==> src/rtl/alarm_zone_controller.sv <==
// alarm_zone_controller: multi-zone vehicle alarm FSM with bypass, reprogrammable delays and 1 Hz countdown timer
// Ports:
//   clock, reset (async active-low), tick_1hz (1 s pulse), ignition
//   zone_open / zone_bypass [NUM_ZONES]: zone open flags and trigger bypass mask
//   reprogram, param_sel, param_value: delay register write, forces ARMED
//   status (LED), siren_en, alarm_zones (latched cause), state, timer_value
module alarm_zone_controller #(
    parameter int NUM_ZONES    = 4,
    parameter int TW           = 4,
    parameter int DEF_ARM      = 6,
    parameter int DEF_DRIVER   = 8,
    parameter int DEF_PASS     = 15,
    parameter int DEF_ALARM_ON = 10
) (
    input  logic                 clock,
    input  logic                 reset,
    input  logic                 tick_1hz,
    input  logic                 ignition,
    input  logic [NUM_ZONES-1:0] zone_open,
    input  logic [NUM_ZONES-1:0] zone_bypass,
    input  logic                 reprogram,
    input  logic [1:0]           param_sel,
    input  logic [TW-1:0]        param_value,
    output logic                 status,
    output logic                 siren_en,
    output logic [NUM_ZONES-1:0] alarm_zones,
    output logic [2:0]           state,
    output logic [TW-1:0]        timer_value
);
    typedef enum logic [2:0] {
        ARMED     = 3'd0,
        DISARMED  = 3'd1,
        TRIGGERED = 3'd2,
        SOUNDING  = 3'd3,
        HOLD      = 3'd4,
        DOOR_OPEN = 3'd5,
        ARMING    = 3'd6
    } state_t;

    state_t               st, nst;
    logic [TW-1:0]        count, load_val;
    logic [TW-1:0]        delay [4];
    logic                 running, load, stop, expired, siren_next, status_next;
    logic [NUM_ZONES-1:0] active, az_next;

    assign active      = zone_open & ~zone_bypass;
    assign expired     = running && count == '0;
    assign state       = st;
    assign timer_value = count;

    always_comb begin
        nst      = st;
        load     = 1'b0;
        load_val = '0;
        stop     = 1'b0;
        az_next  = alarm_zones;
        if (reprogram) begin
            nst     = ARMED;
            stop    = 1'b1;
            az_next = '0;
        end else if (ignition && st != DISARMED) begin
            nst  = DISARMED;
            stop = 1'b1;
        end else begin
            case (st)
                ARMED: begin
                    az_next = alarm_zones | active;
                    if (active != '0) begin
                        nst      = TRIGGERED;
                        load     = 1'b1;
                        load_val = active[0] ? delay[1] : delay[2];
                    end
                end
                TRIGGERED: begin
                    az_next = alarm_zones | active;
                    nst     = expired ? SOUNDING : TRIGGERED;
                end
                SOUNDING: begin
                    az_next = alarm_zones | active;
                    if (active == '0) begin
                        nst      = HOLD;
                        load     = 1'b1;
                        load_val = delay[3];
                    end
                end
                HOLD: begin
                    if (active != '0) begin
                        nst  = SOUNDING;
                        stop = 1'b1;
                    end else if (expired) nst = ARMED;
                end
                DISARMED: nst = (!ignition && zone_open[0]) ? DOOR_OPEN : DISARMED;
                DOOR_OPEN: begin
                    if (zone_open == '0) begin
                        nst      = ARMING;
                        load     = 1'b1;
                        load_val = delay[0];
                    end
                end
                ARMING: begin
                    if (zone_open != '0) begin
                        nst  = DOOR_OPEN;
                        stop = 1'b1;
                    end else if (expired) begin
                        nst     = ARMED;
                        az_next = '0;
                    end
                end
                default: nst = ARMED;
            endcase
        end
    end

    // Outputs are registered from the next state so they line up with the state register.
    // Status blinks only while remaining in ARMED; entering ARMED restarts it dark.
    assign siren_next  = nst == SOUNDING || nst == HOLD;
    assign status_next = (nst == TRIGGERED || siren_next) ? 1'b1 :
                         (nst == ARMED && st == ARMED) ? status ^ tick_1hz : 1'b0;

    always_ff @(posedge clock or negedge reset) begin
        if (!reset) begin
            st          <= ARMED;
            count       <= '0;
            running     <= 1'b0;
            alarm_zones <= '0;
            status      <= 1'b0;
            siren_en    <= 1'b0;
            delay[0]    <= TW'(DEF_ARM);
            delay[1]    <= TW'(DEF_DRIVER);
            delay[2]    <= TW'(DEF_PASS);
            delay[3]    <= TW'(DEF_ALARM_ON);
        end else begin
            st          <= nst;
            alarm_zones <= az_next;
            status      <= status_next;
            siren_en    <= siren_next;
            if (reprogram) delay[param_sel] <= (param_value == '0) ? TW'(1) : param_value;
            // Load beats a coincident tick; expiry drops running one cycle after count hits 0.
            if (load) begin
                count   <= load_val;
                running <= 1'b1;
            end else if (stop || expired) running <= 1'b0;
            else if (running && tick_1hz && count != '0) count <= count - TW'(1);
        end
    end
endmodule
==> config.mk <==
export PLATFORM = sky130hd
export DESIGN_NAME = alarm_zone_controller
export DESIGN_NICKNAME = d
export VERILOG_FILES = /design/src/rtl/alarm_zone_controller.sv
export SDC_FILE = /design/constraint.sdc
export NUM_CORES = 1
export LEC_CHECK = 0
export ABC_AREA = 0
export CAP_MARGIN = 20
export CELL_PAD_IN_SITES_DETAIL_PLACEMENT = 0
export CELL_PAD_IN_SITES_GLOBAL_PLACEMENT = 2
export CORE_ASPECT_RATIO = 0.75
export CORE_MARGIN = 2
export CORE_UTILIZATION = 32
export DETAILED_ROUTE_END_ITERATION = 16
export PLACE_DENSITY = 0.84
export SLEW_MARGIN = 20
export SYNTH_ARGS = -nofsm -noshare
export SYNTH_HDL_FRONTEND = slang
export SYNTH_SLANG_ARGS = --single-unit
==> constraint.sdc <==
create_clock -name clock -period 2.4 [get_ports clock]
set_input_delay 0.36 -clock clock [delete_from_list [all_inputs] [get_ports clock]]
set_output_delay 0.36 -clock clock [all_outputs]
set_load 0.01 [all_outputs]
Yosys cells after proc, flatten, opt, wreduce, memory -nomap -nowiden --
Cells that the tools add are included. Widths: inputs -> output; s select.
Storage, ports and cells: register bits after elaboration 30, input bits 19, memory bits (read-only) 0, latch bits 0, output and inout port bits 13, memory bits (writable) 0, memories 0, word-level logic and storage cells 102
Operators by class: multipliers 0, shift operators 0, equality and inequality tests 14, $add $sub $neg 1, divide/modulo/power cells 0, reductions and logical operators 26, muxes and demuxes 44, bitwise logic cells 5, order comparisons 2
Operators by type and width (count):
- $mux 4 | 15
- $mux 3 | 9
- $pmux 3 s7 | 1
- $bwmux 16 | 1
- $logic_not 4->1 | 4
- $mux 1 | 13
- $eq 3x2->1 const B | 4
- $eq 3x3->1 const B | 4
- $pmux 4 s3 | 1
- $reduce_bool 4->1 | 3
- $demux 4 s2 | 1
- $pmux 4 s2 | 1
- $logic_and 1x1->1 | 7
- $logic_not 3->1 | 2
- $ne 3x3->1 const B | 2
- $and 4x4->4 | 1
- $ne 2x2->1 const B | 2
- $not 4->4 | 1
- $or 4x4->4 | 1
- $reduce_and 4->1 | 1
- $reduce_bool 2->1 | 2
- $sub 4x1->4 const B | 1
- $eq 3x1->1 const B | 1
- $ge 3x3->1 const B | 1
- 11 further kinds | 13

Longest topological paths before layout --
Gate-level depths: netlist of run 1.
word-level depth 11, gate-level depth with buffers 8, depth with buffers taken out 8

Worst setup path after synthesis of run 1 --
Ideal clock, no wire load.
path kind reg-to-reg, from reg st[2], in the netlist state[2], to reg count[1], in the netlist timer_value[1], slack 403 ps, period minus slack after synthesis 1997 ps, required time 2321 ps, buffers on the path 1, stages on the path, launching flop included 8, arrival time 1918 ps, library setup time 79 ps, cell sequence dfrtp_1 > buf_2 > or3b_1 > a21oi_1 > and4_1 > nand2_4 > mux2_4 > mux2i_1
On the way: cells in the longest elaborated chain, start to end 7, elaborated cells between the ends (all ways) 21, those cells by class eq/ne: 6; mux: 10; reduce/logical: 5
RTL lines:
- start: declaration | RTL line 40 | state_t st, nst;
- start signal: assignment | RTL line 133 | st <= nst;
- $eq 3x3->1 or $ne 3x1->1 (tied branches) | RTL line 65, 61
- $pmux 1 s2 or $logic_and 1x1->1 (tied branches) | RTL line 65, 61
- $mux 1 | RTL line 61 | end else if (ignition && st != DISARMED) begin
- $mux 1 | RTL line 57 | if (reprogram) begin
- $logic_or 1x1->1 | RTL line 142 | end else if (stop || expired) running <= 1'b0;
- $ne 2x2->1 (no source line)
- $reduce_and 2->1 (no source line)
- end signal: assignment | RTL line 140 | count <= load_val;
- end signal: assignment | RTL line 143 | else if (running && tick_1hz && count != '0) count <= count - TW'(1);
- end: declaration | RTL line 41 | logic [TW-1:0] count, load_val;
Parallel ways exist; a longest one is shown, timed or not. A chain may end at the register's enable or synchronous reset.

Final worst setup path of run 1 --
from in zone_open[3], to reg count[1], in the netlist timer_value[1]
On the way: cells in the longest elaborated chain, start to end 9, elaborated cells between the ends (all ways) 26, those cells by class eq/ne: 1; mux: 17; bitwise: 1; reduce/logical: 7
RTL lines:
- start: declaration | RTL line 19 | input logic [NUM_ZONES-1:0] zone_open,
- $and 4x4->4 | RTL line 46 | assign active = zone_open & ~zone_bypass;
- $reduce_bool 4->1 | RTL line 68, 87
- $mux 1 | RTL line 68, 87
- $pmux 1 s2 | RTL line 65 | case (st)
- $mux 1 | RTL line 61
- $mux 1 | RTL line 57
- $logic_or 1x1->1 | RTL line 142
- $ne 2x2->1 (no source line)
- $reduce_and 2->1 (no source line)
Parallel ways exist; a longest one is shown, timed or not.

==> results of run 1 <==
==> final cells by class <==
type | count | area [µm²] | share of cell area
clock buffer | 6 | 82.58 | 0.03614
sequential | 30 | 762.0 | 0.3335
inverter | 6 | 22.52 | 0.009858
multi-input combinational | 121 | 867.1 | 0.3795
tap | 72 | 90.09 | 0.03943
timing repair buffer | 43 | 400.4 | 0.1752
clock inverter | 2 | 60.06 | 0.02629
==> cell families (layout without fill, tap and decap cells) <==
| family | after synthesis | in the layout | synth area share |
|---|---|---|---|
| buf+inv | 11 | 57 | 0.02980 |
| fa+ha+maj | 2 | 2 | 0.01490 |
| mux | 23 | 23 | 0.1490 |
| xor+xnor | 4 | 4 | 0.02087 |
| flops | 30 | 30 | 0.4538 |
| compound gates | 35 | 35 | 0.1416 |
| simple gates | 57 | 57 | 0.1900 |
==> per-stage QoR <==
step,setup TNS (ns),instances,area [µm²],hold slack (ns),worst slack [ns]
after floorplan,0,162,1679,0.06441,0.4030
after global placement,0,272,2142,0.4622,0.08359
after detailed placement,-0.008787,272,2142,0.4757,-0.008787
after CTS,0,280,2285,0.4679,0.2787
after global routing,0,280,2285,0.4928,0.1958
final,0,280,2285,0.4609,0.2922
==> worst paths after layout <==
path	from	endpoint	slack [ns]	cells after the start
max	zone_open[3]	timer_value[1]$_DFFE_PN0P_	0.29	7
min	reset	state[2]$_DFF_PN0_	0.46	2
max reg2reg	timer_value[0]$_DFFE_PN0P_	status$_DFF_PN0_	0.36	8
min reg2reg	delay[4]$_DFFE_PN1P_	delay[4]$_DFFE_PN1P_	0.48	2
max in group asynchronous	reset	delay[13]$_DFFE_PN1P_	1.61	2
min in group clock	delay[4]$_DFFE_PN1P_	delay[4]$_DFFE_PN1P_	0.48	2
==> synthesized netlist by cell type (2+ instances only) <==
master    count
nand4_1       3
nor3b_1       2
o21ai_0       8
a221oi_1      4
a21oi_1      11
nor2b_1       3
nand2b_1      2
nand3_1       6
nor2_1       13
nand3b_1      2
ha_1          2
xnor2_1       2
a31oi_1       3
dfrtp_1      21
mux2_2       12
nor4_1        3
nand2_1      11
nor3_1        3
a31o_2        2
mux2i_1      10
dfstp_2       9
inv_1         6
clkbuf_1      3
xor2_1        2
==> sequential cells by signal, summed over array words and instances, names as in the netlist <==
name and cells:
alarm_zones 4, timer_value 4, state 3, status 1
running 1, delay 16, siren_en 1
==> routing by layer <==
metal | vias to the layer above | part of all wire
li1 | 683 | -
met1 | 688 | 0.47
met2 | 45 | 0.46
met3 | 4 | 0.065
met4 | 0 | 0.0057
met5 | - | 0
==> critical path, cell delays in order <==
cell	delay, ns
clkdlybuf4s50_1	0.42
nor2b_1	0.17
or4_4	0.56
o211ai_4	0.26
nand2_4	0.08
mux2_4	0.30
mux2i_1	0.15
==> where the power goes <==
| part | internal [mW] | leakage [nW] | switching (mW) |
|---|---|---|---|
| combinational | 0.309 | 0.519 | 0.279 |
| sequential | 0.631 | 0.362 | 0.0748 |
| clock | 0.443 | 0.0714 | 0.193 |
| total | 1.38 | 0.953 | 0.547 |
==> summary.md, run 1 <==
| Metric | Value |
|---|---|
| CTS tree | `yes` |
| WL final | `4.022 mm` |
| Yosys top cell area share | `0.3130` |
| # Max-Cap Violations | `0` |
| Critical Path AT | `2.30 ns` |
| Wire length per cell | `14.36 µm` |
| Period Utilization, post-route | `0.8782` |
| Leading area contributor after synthesis | `dfrtp_1` |
| Slew @ Worst Pin | `0.5590 ns` |
| Hold Buf Count CTS | `0` |
| Outcome | `finished clean` |
| I/O Buffers | `31` |
| Area delta synth->final | `36.07%` |
| Worst Clk Skew | `0.001496 ns` |
| Commonest non-fill, non-tap cell in the layout | `clkdlybuf4s50_1` |
| Cts repair resizes | `0` |
| First-pass GRT wire length | `6.672 mm` |
| Dpl hpwl | `3.139 mm` |
| N_diodes | `0` |
| H-tree Lvls | `2` |
| P_leak | `0.9529 nW` |
| Rows | `22` |
| Setup-failing EPs final | `0` |
| Vias | `1,420` |
| Maximum buffer depth of the clock tree | `2` |
| Worst hold path class | `in -> async` |
| Syn_nets | `183` |
| Syn_area_per_cell | `10.36 µm²` |
| FF+latch count, synth | `30` |
| Pre-antenna DRT Iters | `4` |
| Gr ovfl total | `0` |
| CP required | `2.60 ns` |
| Initial antenna violation count | `0` |
| Routability cong. | `0.8582` |
| Initial core utilization | `0.3370` |
| Vias in the first global route | `1,385` |
| Crit. End Element | `register` |
| Warnings, synthesis | `0` |
| Post-CTS setup buffer count | `0` |
| Post-DR vias/cell | `5.071` |
| Met3 usage | `0.03965` |
| Crit-path max FO | `5` |
| Largest net degree at the start of global routing | `31` |
| Worst skew pair latency | `0.28 ns` |
| Async S/R FF share, synth | `1.000` |
| Die W | `87.65 µm` |
| Clock sink total | `30` |
| Final Hold Vio Count | `0` |
| Die H | `66.73 µm` |
| Max Slew Vio Count | `0` |
| Die ar. | `5849 µm²` |
| # IOs | `32` |
| Proportion of layout cells with a drive suffix above 1 | `0.2500` |
| Mapped Cells | `162` |
| CTS root buf | `clkbuf_8` |
| Core Footprint | `4982 µm²` |
| Worst Setup Start Kind | `input port` |
| Met2 Track Usage GR | `0.2348` |
| DRT antenna net count | `0` |
| Synth cell types | `43` |
| Crit path kind | `in -> reg` |
| Tot Pwr | `1.929 mW` |
| Seq/Total Area, Yosys | `0.4538` |
| Max VDD drop | `0.0003320 V` |
| DRC violations left | `0` |
| Fin crit period | `2.108 ns` |
| EDFF count, synth | `0` |
| Inserted Clock Buffers | `5` |
| Iter 0 DRT Violations | `120` |
| Pwr Density | `844.3 nW/µm²` |
| Fmax | `0.4744 GHz` |
| Synth top area cells | `dfrtp_1, dfstp_2, mux2_2, mux2i_1, a21oi_1` |
| Highest-count cells in the layout ignoring fill and taps | `clkdlybuf4s50_1, dfrtp_1, nor2_1` |
| All-Layer GR Usage | `0.1503` |
| Layout net count | `228` |
| Mapped Area | `1679 µm²` |
| Clock slew at reported path FFs | `0.07 ns` |
| Met1 usage | `0.2061` |
| RSZ-0062 raised after global routing | `no` |
| Max_slew headroom | `0.6222` |
| Final core occ | `0.4586` |
| Ys flop type | `dfrtp_1` |
| Fillers | `469` |
| GRT busiest layer | `met2` |
Note: power is estimated with default switching activity, not from simulation.
==> run 2: changes to the inputs <==
PLACE_DENSITY = 0.87   (was 0.84)
==> run 2 against run 1 <==
Net effect:
- via count decreased by 1.1%
- register-to-register slack about the same
- power fell by 5.2%
- critical endpoint unchanged
- clock skew rose by 0.0033 ns
- global-route usage increased by 0.49 points
- setup slack improved by 0.037 ns
- final cell count shrank 0.36%
- fmax increased by 1.8%
- sequential share of layout area up 0.50 points
- final area decreased by 1.5%
- sequential cell count is the same
- combinational power barely moved
- critical path type unchanged
==> summary.md, run 2 (same netlist as run 1, synthesis figures left out) <==
| Metric | Value |
|---|---|
| Vias in the first global route | `1,393` |
| CP required | `2.61 ns` |
| H-tree Lvls | `2` |
| Routability cong. | `0.8201` |
| Maximum buffer depth of the clock tree | `2` |
| Pwr Density | `812.3 nW/µm²` |
| CP startpoint | `zone_open[0]` |
| Layout net count | `227` |
| Initial antenna violation count | `0` |
| Gr ovfl total | `0` |
| Inserted Clock Buffers | `5` |
| Post-DR vias/cell | `5.032` |
| CTS tree | `yes` |
| Worst skew pair latency | `0.29 ns` |
| N_diodes | `0` |
| Pre-antenna DRT Iters | `5` |
| Initial core utilization | `0.3370` |
| Largest net degree at the start of global routing | `31` |
| Max Slew Vio Count | `0` |
| Fin crit period | `2.071 ns` |
| Outcome | `finished clean` |
| Die W | `87.65 µm` |
| Worst hold path class | `in -> async` |
| RSZ-0062 raised after global routing | `no` |
| Highest-count cells in the layout ignoring fill and taps | `clkdlybuf4s50_1, dfrtp_1, nor2_1` |
| CP peak stage delay | `0.58 ns` |
| Commonest non-fill, non-tap cell in the layout | `clkdlybuf4s50_1` |
| Wire length per cell | `14.57 µm` |
| I/O Buffers | `31` |
| Dpl hpwl | `3.100 mm` |
| Crit path kind | `in -> reg` |
| Die H | `66.73 µm` |
| Iter 0 DRT Violations | `100` |
| Clock sink total | `30` |
| Max VDD drop | `0.0003493 V` |
| CTS root buf | `clkbuf_8` |
| Cts repair resizes | `0` |
| Period Utilization, post-route | `0.8630` |
| Core Footprint | `4982 µm²` |
| Flop2flop setup slack | `0.37 ns` |
| Clock slew at reported path FFs | `0.07 ns` |
| First-pass GRT wire length | `6.789 mm` |
| WL final | `4.066 mm` |
| Final core occ | `0.4518` |
| DRT antenna net count | `0` |
| Setup WS post-layout | `0.3288 ns` |
| Tot Pwr | `1.828 mW` |
| Crit-path max FO | `5` |
| Proportion of layout cells with a drive suffix above 1 | `0.2415` |
| Post-route setup TNS | `0 ns` |
| # IOs | `32` |
| Slew @ Worst Pin | `0.5504 ns` |
| Worst Clk Skew | `0.004794 ns` |
| Vias | `1,404` |
| Final Hold Vio Count | `0` |
| Slowest cell on the critical path | `or4_4` |
| Setup-failing EPs final | `0` |
| P_leak | `0.9352 nW` |
| DP Worst Slack | `0.02184 ns` |
| Max_slew headroom | `0.6281` |
| Critical Path AT | `2.28 ns` |
| Post-CTS setup buffer count | `0` |
| Die ar. | `5849 µm²` |
| Crit. End Element | `register` |
| All-Layer GR Usage | `0.1552` |
| DRC violations left | `0` |
| Hold Buf Count CTS | `0` |
| Largest register FFs | `16` |
| CP Cell Sequence | `clkdlybuf4s50_1 -> nor2b_4 -> or4_4 -> o211ai_4 -> nand2_4 -> mux2_4 -> mux2i_1` |
| Rows | `22` |
| # Max-Cap Violations | `0` |
| Fmax | `0.4828 GHz` |
| Top reg by flops | `delay` |
| Area delta synth->final | `34.05%` |
| Worst r2r src | `timer_value[0]$_DFFE_PN0P_` |
| Worst Setup Start Kind | `input port` |
-- run 2: cell types whose count changed in the layout (fill, tap and decap cells not counted) --
| cell | change |
|---|---|
| buf_4 | -1 |
| bufinv_16 | -1 |
| clkbuf_1 | +1 |
-- run 2: metrics by stage --
stage,instance area [µm²],instances,hold WS [ns]
CTS,2251,279,0.4767
global placement,2135,271,0.4621
detailed placement,2135,271,0.4725
global route,2251,279,0.5062
finish,2251,279,0.4626
floorplan,1679,162,0.06441
-- run 2: final cells by class --
class                      instances  area, µm²
clock buffer                       7      86.33
clock inverter                     1      30.03
fill                             484       2731
inverter                           6      22.52
multi-input combinational        121      867.1
sequential                        30      762.0
tap                               72      90.09
timing repair buffer              42      392.9
-- run 2: critical path: cells and delay by family --
kind | cells | cell delay, ns
and+or+nand+nor | 3 | 0.80
buffers and inverters | 1 | 0.44
muxes | 2 | 0.43
AOI/OAI and AO/OA | 1 | 0.25
-- run 2: report_power, final --
group,switching (mW),internal [mW]
Sequential,0.0709,0.631
Combinational,0.281,0.309
Clock,0.199,0.338
-- run 2: path summary, 6_finish.rpt --
check,cells past startpoint,endpoint
setup / recovery,7,timer_value[1]$_DFFE_PN0P_
hold / removal,2,state[2]$_DFF_PN0_
setup reg to reg,8,status$_DFF_PN0_
hold reg to reg,2,delay[0]$_DFFE_PN0P_
max in group asynchronous,2,delay[11]$_DFFE_PN1P_
min in group clock,2,delay[0]$_DFFE_PN0P_
-- run 2: layer usage --
layer / track usage / routed length (µm)
met1: 0.2075 / 2013
met2: 0.2358 / 1799
met3: 0.04461 / 197
met4: 0.06154 / 55
met5: 0 / 0
